File: src/rtl/switchbox_cfg_loader.sv
// Purpose: bit-serial loader for a 5x4 switch-box; shadow-assembles 18 select words, commits atomically (optional trailer check under CFG_CHK_EN).
// Latency: last accepted bit in cycle N -> sel_* and cfg_done/cfg_err valid in cycle N+1, back in IDLE at N+2.
// Backpressure: cfg_ready high only in LOAD/CHECK; cfg_valid low simply stalls the stream, cfg_start restarts it.
module switchbox_cfg_loader #(
    parameter int NTB  = 5,
    parameter int NLR  = 4,
    parameter int SELW = 6
) (
    input  logic                  clk,
    input  logic                  rst_n,
    input  logic                  cfg_start,
    input  logic                  cfg_valid,
    input  logic                  cfg_bit,
    output logic                  cfg_ready,
    output logic                  cfg_busy,
    output logic                  cfg_done,
    output logic                  cfg_err,
    output logic [NTB*SELW-1:0]   sel_top,
    output logic [NTB*SELW-1:0]   sel_bottom,
    output logic [NLR*SELW-1:0]   sel_left,
    output logic [NLR*SELW-1:0]   sel_right
);

    localparam int NW  = 2*NTB + 2*NLR;
    localparam int WCW = $clog2(NW);
    localparam int BCW = $clog2(SELW);

    typedef enum logic [1:0] {
        S_IDLE   = 2'd0,
        S_LOAD   = 2'd1,
        S_CHECK  = 2'd2,
        S_COMMIT = 2'd3
    } state_t;

    state_t              state_q, state_d;
    logic [SELW-1:0]     shadow_q   [NW];
    logic [SELW-1:0]     shadow_nxt [NW];
    logic [NW*SELW-1:0]  shadow_flat;
    logic [BCW-1:0]      bit_cnt_q;
    logic [WCW-1:0]      word_cnt_q;
    logic                accept;
    logic                last_bit;
    logic                last_word;
    logic                commit_fire;
    logic                chk_ok;
    logic                restart;

    assign cfg_ready = (state_q == S_LOAD) || (state_q == S_CHECK);
    assign cfg_busy  = cfg_ready;
    // A start pulse wins over any bit presented in the same cycle.
    assign accept    = cfg_valid && cfg_ready && !cfg_start;
    assign restart   = cfg_start && (state_q != S_COMMIT);
    assign last_bit  = (bit_cnt_q == BCW'(SELW-1));
    assign last_word = (word_cnt_q == WCW'(NW-1));

`ifdef CFG_CHK_EN
    logic [SELW-1:0] trailer_q;
    logic [SELW-1:0] trailer_nxt;
    logic [SELW-1:0] payload_xor;

    assign trailer_nxt = {trailer_q[SELW-2:0], cfg_bit};
    assign commit_fire = accept && last_bit && (state_q == S_CHECK);

    always_comb begin
        payload_xor = '0;
        for (int k = 0; k < NW; k++) begin
            payload_xor = payload_xor ^ shadow_q[k];
        end
    end

    assign chk_ok = (trailer_nxt == payload_xor);

    always_ff @(posedge clk or negedge rst_n) begin
        if (!rst_n) begin
            trailer_q <= '0;
            cfg_err   <= 1'b0;
        end else begin
            cfg_err <= commit_fire && !chk_ok;
            if (restart) begin
                trailer_q <= '0;
            end else if (accept && (state_q == S_CHECK)) begin
                trailer_q <= trailer_nxt;
            end
        end
    end
`else
    assign commit_fire = accept && last_bit && last_word && (state_q == S_LOAD);
    assign chk_ok      = 1'b1;
    assign cfg_err     = 1'b0;
`endif

    always_comb begin
        state_d = state_q;
        case (state_q)
            S_IDLE: begin
                if (cfg_start) state_d = S_LOAD;
            end
            S_LOAD: begin
                if (cfg_start) begin
                    state_d = S_LOAD;
                end else if (accept && last_bit && last_word) begin
`ifdef CFG_CHK_EN
                    state_d = S_CHECK;
`else
                    state_d = S_COMMIT;
`endif
                end
            end
`ifdef CFG_CHK_EN
            S_CHECK: begin
                if (cfg_start) begin
                    state_d = S_LOAD;
                end else if (accept && last_bit) begin
                    state_d = S_COMMIT;
                end
            end
`endif
            S_COMMIT: state_d = S_IDLE;
            default:  state_d = S_IDLE;
        endcase
    end

    // Next shadow includes the bit being accepted, so the commit edge sees the full word set.
    always_comb begin
        shadow_nxt = shadow_q;
        if (accept && (state_q == S_LOAD)) begin
            shadow_nxt[word_cnt_q] = {shadow_q[word_cnt_q][SELW-2:0], cfg_bit};
        end
    end

    always_comb begin
        shadow_flat = '0;
        for (int k = 0; k < NW; k++) begin
            shadow_flat[k*SELW +: SELW] = shadow_nxt[k];
        end
    end

    always_ff @(posedge clk or negedge rst_n) begin
        if (!rst_n) begin
            state_q    <= S_IDLE;
            bit_cnt_q  <= '0;
            word_cnt_q <= '0;
            cfg_done   <= 1'b0;
            sel_top    <= '0;
            sel_bottom <= '0;
            sel_left   <= '0;
            sel_right  <= '0;
            for (int k = 0; k < NW; k++) begin
                shadow_q[k] <= '0;
            end
        end else begin
            state_q  <= state_d;
            cfg_done <= commit_fire && chk_ok;
            if (restart) begin
                bit_cnt_q  <= '0;
                word_cnt_q <= '0;
                for (int k = 0; k < NW; k++) begin
                    shadow_q[k] <= '0;
                end
            end else if (accept) begin
                shadow_q <= shadow_nxt;
                if (last_bit) begin
                    bit_cnt_q <= '0;
                    if ((state_q == S_LOAD) && !last_word) begin
                        word_cnt_q <= word_cnt_q + 1'b1;
                    end
                end else begin
                    bit_cnt_q <= bit_cnt_q + 1'b1;
                end
            end
            if (commit_fire && chk_ok) begin
                sel_top    <= shadow_flat[0 +: NTB*SELW];
                sel_bottom <= shadow_flat[NTB*SELW +: NTB*SELW];
                sel_left   <= shadow_flat[2*NTB*SELW +: NLR*SELW];
                sel_right  <= shadow_flat[(2*NTB+NLR)*SELW +: NLR*SELW];
            end
        end
    end

endmodule

File: config.mk
export PLATFORM = sky130hd
export DESIGN_NAME = switchbox_cfg_loader
export DESIGN_NICKNAME = d
export VERILOG_FILES = /design/src/rtl/switchbox_cfg_loader.sv
export SDC_FILE = /design/constraint.sdc
export NUM_CORES = 1
export LEC_CHECK = 0
export ABC_AREA = 1
export ABC_CLOCK_PERIOD_IN_PS = 2400
export CAP_MARGIN = 5
export CORE_AREA = 2 2 114 198
export DETAILED_ROUTE_END_ITERATION = 10
export DIE_AREA = 0 0 116 200
export PLACE_DENSITY = 0.72
export REMOVE_ABC_BUFFERS = 1
export SETUP_SLACK_MARGIN = 0.2
export SYNTH_ARGS = -nofsm -noshare
export SYNTH_HDL_FRONTEND = slang
export SYNTH_SLANG_ARGS = --single-unit
export TNS_END_PERCENT = 30
File: constraint.sdc
create_clock -name clk -period 2.4 [get_ports clk]
set_input_delay 0.48 -clock clk [delete_from_list [all_inputs] [get_ports clk]]
set_output_delay 0.48 -clock clk [all_outputs]
set_load 0.1 [all_outputs]
==> results of run 1 <==
## final cells by class
class / instances / area [sq um]
Clock inverter: 6 / 65.06
Inverter: 111 / 421.7
Multi-Input combinational cell: 1008 / 4471
Fill cell: 1963 / 8205
Sequential cell: 227 / 5682
Clock buffer: 30 / 609.3
Timing Repair Buffer: 194 / 1679
Tap cell: 292 / 365.4
## metrics by stage
step | total power [uW] | util [%]
6_report | 7678 | 61.83
5_1_grt | 7909 | 61.83
4_1_cts | 7710 | 61.14
3_5_place_dp | 4396 | 57.90
3_3_place_gp | 4388 | 57.90
2_1_floorplan | 4123 | -
## registers in the layout, indices dropped and copies added (netlist names)
name,flops
shadow_q,108
sel_bottom,30
sel_top,30
sel_left,24
sel_right,24
word_cnt_q,5
bit_cnt_q,3
state_q,2
cfg_done,1
## worst paths after layout
path                                      startpoint                         end  slack (ns)  cells after the start
min reg2reg                sel_bottom[8]$_DFFE_PN0P_   sel_bottom[8]$_DFFE_PN0P_        0.48                      2
min                                            rst_n     sel_top[14]$_DFFE_PN0P_        0.45                      2
max in group asynchronous                      rst_n   sel_right[13]$_DFFE_PN0P_        1.19                      3
max reg2reg                   state_q[0]$_DFFE_PN0P_  sel_bottom[25]$_DFFE_PN0P_        0.28                     11
max                           state_q[0]$_DFFE_PN0P_  sel_bottom[25]$_DFFE_PN0P_        0.28                     11
min in group clk           sel_bottom[8]$_DFFE_PN0P_   sel_bottom[8]$_DFFE_PN0P_        0.48                      2
## timing repair
item | CTS | global route
setup buffers | 0 | 1
resized for setup | 4 | 43
hold endpoints to repair | 43 | 0
cloned | 0 | 2
hold buffers | 1 | 0
setup endpoints to repair | 75 | 195
## cells by family (layout without fill, tap and decap cells)
logic type / count (synthesis) / count (layout)
AO/OA/AOI/OAI: 69 / 69
adder cells (fa/ha/maj): 7 / 7
buffers and inverters: 174 / 341
flip-flops: 227 / 227
other: 1 / 1
AND/OR/NAND/NOR: 931 / 931
## layer usage
metal  vias up  part of all wire (%)  global-route usage (%)
met1      4776                    37                   34.23
met4         0                   6.4                   16.49
met2       468                    50                   46.59
met5         -                     0                       0
li1       4702                     -                       -
met3       134                   6.5                   3.170
## where the power goes
group,switching (uW),leakage [uW],internal (uW)
Sequential,10.1,0.00316,3850
Clock,1470,0.000330,1880
Combinational,343,0.00386,136
## cells in the final DEF (no fill, tap or decap), drive strengths merged, types with 3 or more instances in the layout
master and n:
inv 111, a21oi 28, dfrtp 227, ha 7, clkdlybuf4s50 3, clkbuf 32
or2 17, nand2 539, clkinv 4, buf 188, nor2 145, nor3 6
nand3 222, o21ai 39
==> metrics.yaml, run 1 <==
synth:
  synth_edf_count: 0
  netlist_top_cells_area: "dfrtp_1 (52%), nand2_1 (19%), nand3_1 (10%), nor2_1 (4.8%), inv_1 (3.6%)"
  synth_top_cell_by_area: "dfrtp_1"
  ys_types: 30
  synth_xor_area_share_pct: 0
  yosys_warnings: 0
  yosysMostFrequentCell: "nand2_1"
  synth_cells: 1409
  synth_compound_area_share_pct: 3.477
  synth_top_family_by_area: "simple AND/OR/NAND/NOR gates"
  synth-seq-cells: 227
  synth_area_sq_um: 10830
  synth_top_area_share_pct: 52.44
  seq_area_frac_synth_pct: 52.44
  ys.flop_type: "dfrtp_1"
  synthTopCellsByCount: "nand2_1 (538), dfrtp_1 (227), nand3_1 (221), nor2_1 (138), inv_1 (105)"
  synthArstFlopShare_pct: 100.0
  synthSimpleGateAreaFrac_pct: 35.99
  syn_area_per_cell_sq_um: 7.687
  synthAdderAreaFrac_pct: 0.8086
  muxShareOfSynthArea_pct: 0
placement:
  dpl.hpwl_mm: 21.23
  place.gp.congestion: 0.9392
  placed_area_sq_um: 12450
  placement.setup.worst_slack_ns: -0.1641
  place_inst: 1828
  io_buffers: 115
worst_setup_path:
  path_buf_inv: 3
  end_kind: "flop"
  crit_fanout: 6
  worstPathArrival_ns: 2.52
  path_delay_family: "simple AND/OR/NAND/NOR gates"
  crit_chain: "inv_1 > ha_1 > nand3_1 > inv_1 > nand2_2 > inv_4 > nand2_2 > nor2_1 > nand3_1 > nand3_1 > nand2_1"
  required_ns: 2.80
  critical_path_class: "reg2reg"
  worst_setup_path_start_kind: "flop"
  slowest_stage: "nor2_1"
  worst_path_most_repeated_cell: "nand3_1"
  cpPeakStageDelay_ns: 0.42
pwr:
  p_per_area_nw_per_um2: 577.6
  power.leakage_uw: 0.007350
  peakVddDrop_mv: 0.4655
final_layout:
  drive_above_1_share_pct: 18.40
  area_delta_synth_final_pct: 22.72
  insertedDiodeCount: 0
  nNetsFinal: 1575
  final_area_sq_um: 13290
  finalNonFillerCells: 1868
global_route:
  gr-total-overflow: 0
  grt_pass1_vias: 9752
  grt_max_degree: 72
  antenna_found_initial: 0
  track_usage_pct: 27.75
  grt_first_pass_wirelength_mm: 50.19
clocking:
  numCtsBuffers: 21
  cts_tree: "built"
  cts.sinks: 227
  insertion_delay_ns: 0.52
  h-tree-depth: 1
  clk_path_buf_depth: 3
  root_buffer: "clkbuf_16"
  cts.clk_slew.worst_paths_ns: 0.07
sta:
  post-route-min-period_ns: 2.119
  skew_ns: 0.01410
  fin_ws_ns: 0.2814
  worstMarginPinSlew_ns: 0.5215
  slew_violations: 0
  holdWs_ns: 0.4526
  min_period_over_period_pct: 88.28
  fmax_mhz: 472.0
  fin_setup_tns_ns: 0
  max-slew-margin-rel_pct: 65.11
  hold_viol_final: 0
  setup_viol: 0
  rsz0062_at_grt: "true"
die:
  row_count: 71
  core_area_sq_um: 21500
  die_h_um: 200
  initial_core_util_pct: 50.38
  pin_count: 117
  dieArea_sq_um: 23200
  die_w_um: 116
detailed_routing:
  ant_nets: 0
  vias: 10080
  vias_per_cell: 5.396
  routedWlPerCell_um: 16.97
  route.detailed.drc: 0
  drt_first_iter_violations: 823
  wl_mm: 31.70
  dr.pass1.iters: 6
status:
  status: "finished, final reports clean"
job:
  max-cap-violations: 0
min_path:
  hp-class: "in2async"
Power figures use the tool's default switching activity.
==> run 2, diff against run 1 <==
- CAP_MARGIN: 5 -> 40
- CORE_AREA: 2 2 114 198 -> 2 2 121 211
- DIE_AREA: 0 0 116 200 -> 0 0 123 213
- PLACE_DENSITY: 0.72 -> 0.64
- SLEW_MARGIN: not set -> 20
==> metrics.yaml, run 2 (synthesized netlist as in run 1, its figures left out) <==
clocking:
  root_buffer: "clkbuf_16"
  cts.sinks: 227  # unchanged
  numCtsBuffers: 21  # unchanged
  insertion_delay_ns: 0.52  # about the same
  clk_path_buf_depth: 3  # unchanged
  cts_tree: "built"
  cts.clk_slew.worst_paths_ns: 0.07  # about the same
  h-tree-depth: 1  # unchanged
detailed_routing:
  vias: 9856  # -2.2%
  dr.pass1.iters: 5  # -1
  wl_mm: 32.56  # +2.7%
  routedWlPerCell_um: 17.14  # +0.99%
  drt_first_iter_violations: 759  # -7.8%
  ant_nets: 0  # unchanged
  vias_per_cell: 5.187  # -3.9%
  route.detailed.drc: 0  # unchanged
placement:
  place_inst: 1862  # +1.9%
  io_buffers: 115  # unchanged
  placement.setup.worst_slack_ns: -0.08212  # +0.08195 ns
  dpl.hpwl_mm: 22.32  # +5.1%
  place.gp.congestion: 0.9130  # -2.8%
die:
  die_h_um: 213  # +6.5%
  row_count: 76  # +7.0%
  dieArea_sq_um: 26200  # +13%
  pin_count: 117  # unchanged
  initial_core_util_pct: 44.15  # -6.2 points
  die_w_um: 123  # +6.0%
  core_area_sq_um: 24530  # +14%
global_route:
  grt_pass1_vias: 9528  # -2.3%
  track_usage_pct: 25.27  # -2.5 points
  gr-total-overflow: 0  # unchanged
  antenna_found_initial: 0  # unchanged
  grt_max_degree: 110  # +53%
  grt_first_pass_wirelength_mm: 51.01  # +1.6%
sta:
  post-route-min-period_ns: 2.140  # +0.02093 ns
  worstMarginPinSlew_ns: 0.6292  # +0.1078 ns
  skew_ns: 0.01438  # +0.0002793 ns
  setup_viol: 0  # unchanged
  fmax_mhz: 467.4  # -0.98%
  slew_violations: 0  # unchanged
  hold_viol_final: 0  # unchanged
  fin_ws_ns: 0.2605  # -0.02093 ns
  min_period_over_period_pct: 89.15  # +0.87 points
  rsz0062_at_grt: "true"
  max-slew-margin-rel_pct: 58.05  # -7.1 points
  holdWs_ns: 0.4627  # +0.01003 ns
worst_setup_path:
  slowest_stage: "dfrtp_1"
  required_ns: 2.80  # about the same
  end_kind: "flop"
  crit_chain: "inv_1 > ha_1 > nand3_1 > inv_1 > nand2_1 > clkinv_2 > nand2_1 > buf_4 > nor2_1 > buf_4 > or2_2 > nand3_1 > nand2_1"
  path_buf_inv: 5  # +2
  worst_setup_path_start_kind: "flop"
  cpPeakStageDelay_ns: 0.37  # -0.05 ns
  worst_path_most_repeated_cell: "nand2_1"
  path_delay_family: "simple AND/OR/NAND/NOR gates"
  worstPathArrival_ns: 2.54  # +0.02 ns
  critical_path_class: "reg2reg"
  crit_fanout: 6  # unchanged
final_layout:
  reg.largest.list: "shadow_q (108), sel_bottom (30), sel_top (30)"
  final_common_cell: "nand2_1"
  nNetsFinal: 1587  # +0.76%
  largest_reg_flops: 108  # unchanged
  insertedDiodeCount: 0  # unchanged
  top_register: "shadow_q"
  finalNonFillerCells: 1900  # +1.7%
  area_delta_synth_final_pct: 24.34
  final_cell_mix: "nand2_1 (534), dfrtp_1 (227), nand3_1 (220)"
  drive_above_1_share_pct: 17.95  # -0.45 points
  final_core_util_pct: 54.90  # -6.9 points
pwr:
  power.leakage_uw: 0.007437  # +1.2%
  p_per_area_nw_per_um2: 602.4  # +4.3%
  power_uw: 8114  # +5.7%
  peakVddDrop_mv: 0.4823  # +3.6%
min_path:
  hp-class: "in2async"
job:
  max-cap-violations: 0  # unchanged
status:
  status: "finished, final reports clean"
-- run 2: metal layers --
layer | routed length [um] | track usage [%] | up-vias | share of wire (%)
li1 | - | - | 4737 | -
met1 | 12860 | 31.20 | 4747 | 39
met2 | 16830 | 44.52 | 309 | 52
met3 | 1685 | 2.511 | 63 | 5.2
met4 | 1190 | 10.66 | 0 | 3.7
met5 | 0 | 0 | - | 0
-- run 2: layout make-up --
type / count / area [sq um]
fillers: 2347 / 11070
flip-flops and latches: 227 / 5680
multi-input cells: 1008 / 4422
repair buffers: 206 / 1802
clock buffers: 24 / 536.8
inverters: 111 / 417.9
well taps: 312 / 390.4
clock inverters: 12 / 219.0
-- run 2: per-stage QoR --
step / setup TNS, ns / area, sq um
after floorplan: -528.87 / 10460
after global placement: -0.2518 / 12650
after detailed placement: -1.079 / 12650
after CTS: 0 / 13420
after global routing: 0 / 13470
final: 0 / 13470
-- run 2: power by group --
part	leakage [uW]	switching (uW)	internal (uW)
clock network	0.000363	1500	2260
registers	0.00316	9.78	3850
logic	0.00391	348	149
total	0.00744	1860	6250
-- run 2: worst paths after layout --
kind / startpoint / endpoint / slack (ns) / cells after the start
worst max-delay path: state_q[0]$_DFFE_PN0P_ / sel_top[11]$_DFFE_PN0P_ / 0.26 / 13
worst min-delay path: rst_n / shadow_q[97]$_DFFE_PN0P_ / 0.46 / 2
worst max register to register: state_q[0]$_DFFE_PN0P_ / sel_top[11]$_DFFE_PN0P_ / 0.26 / 13
worst min register to register: sel_top[2]$_DFFE_PN0P_ / sel_top[2]$_DFFE_PN0P_ / 0.48 / 2
max in group asynchronous: rst_n / sel_bottom[0]$_DFFE_PN0P_ / 1.26 / 3
min in group clk: sel_top[2]$_DFFE_PN0P_ / sel_top[2]$_DFFE_PN0P_ / 0.48 / 2
-- run 2: repair_timing --
item                                    in CTS  in global routing
endpoints found under the setup margin      29                128
gates resized for setup                      2                 15
hold buffers                                 1                  0
hold endpoints to repair                    45                  0
buffers inserted                             0                  1
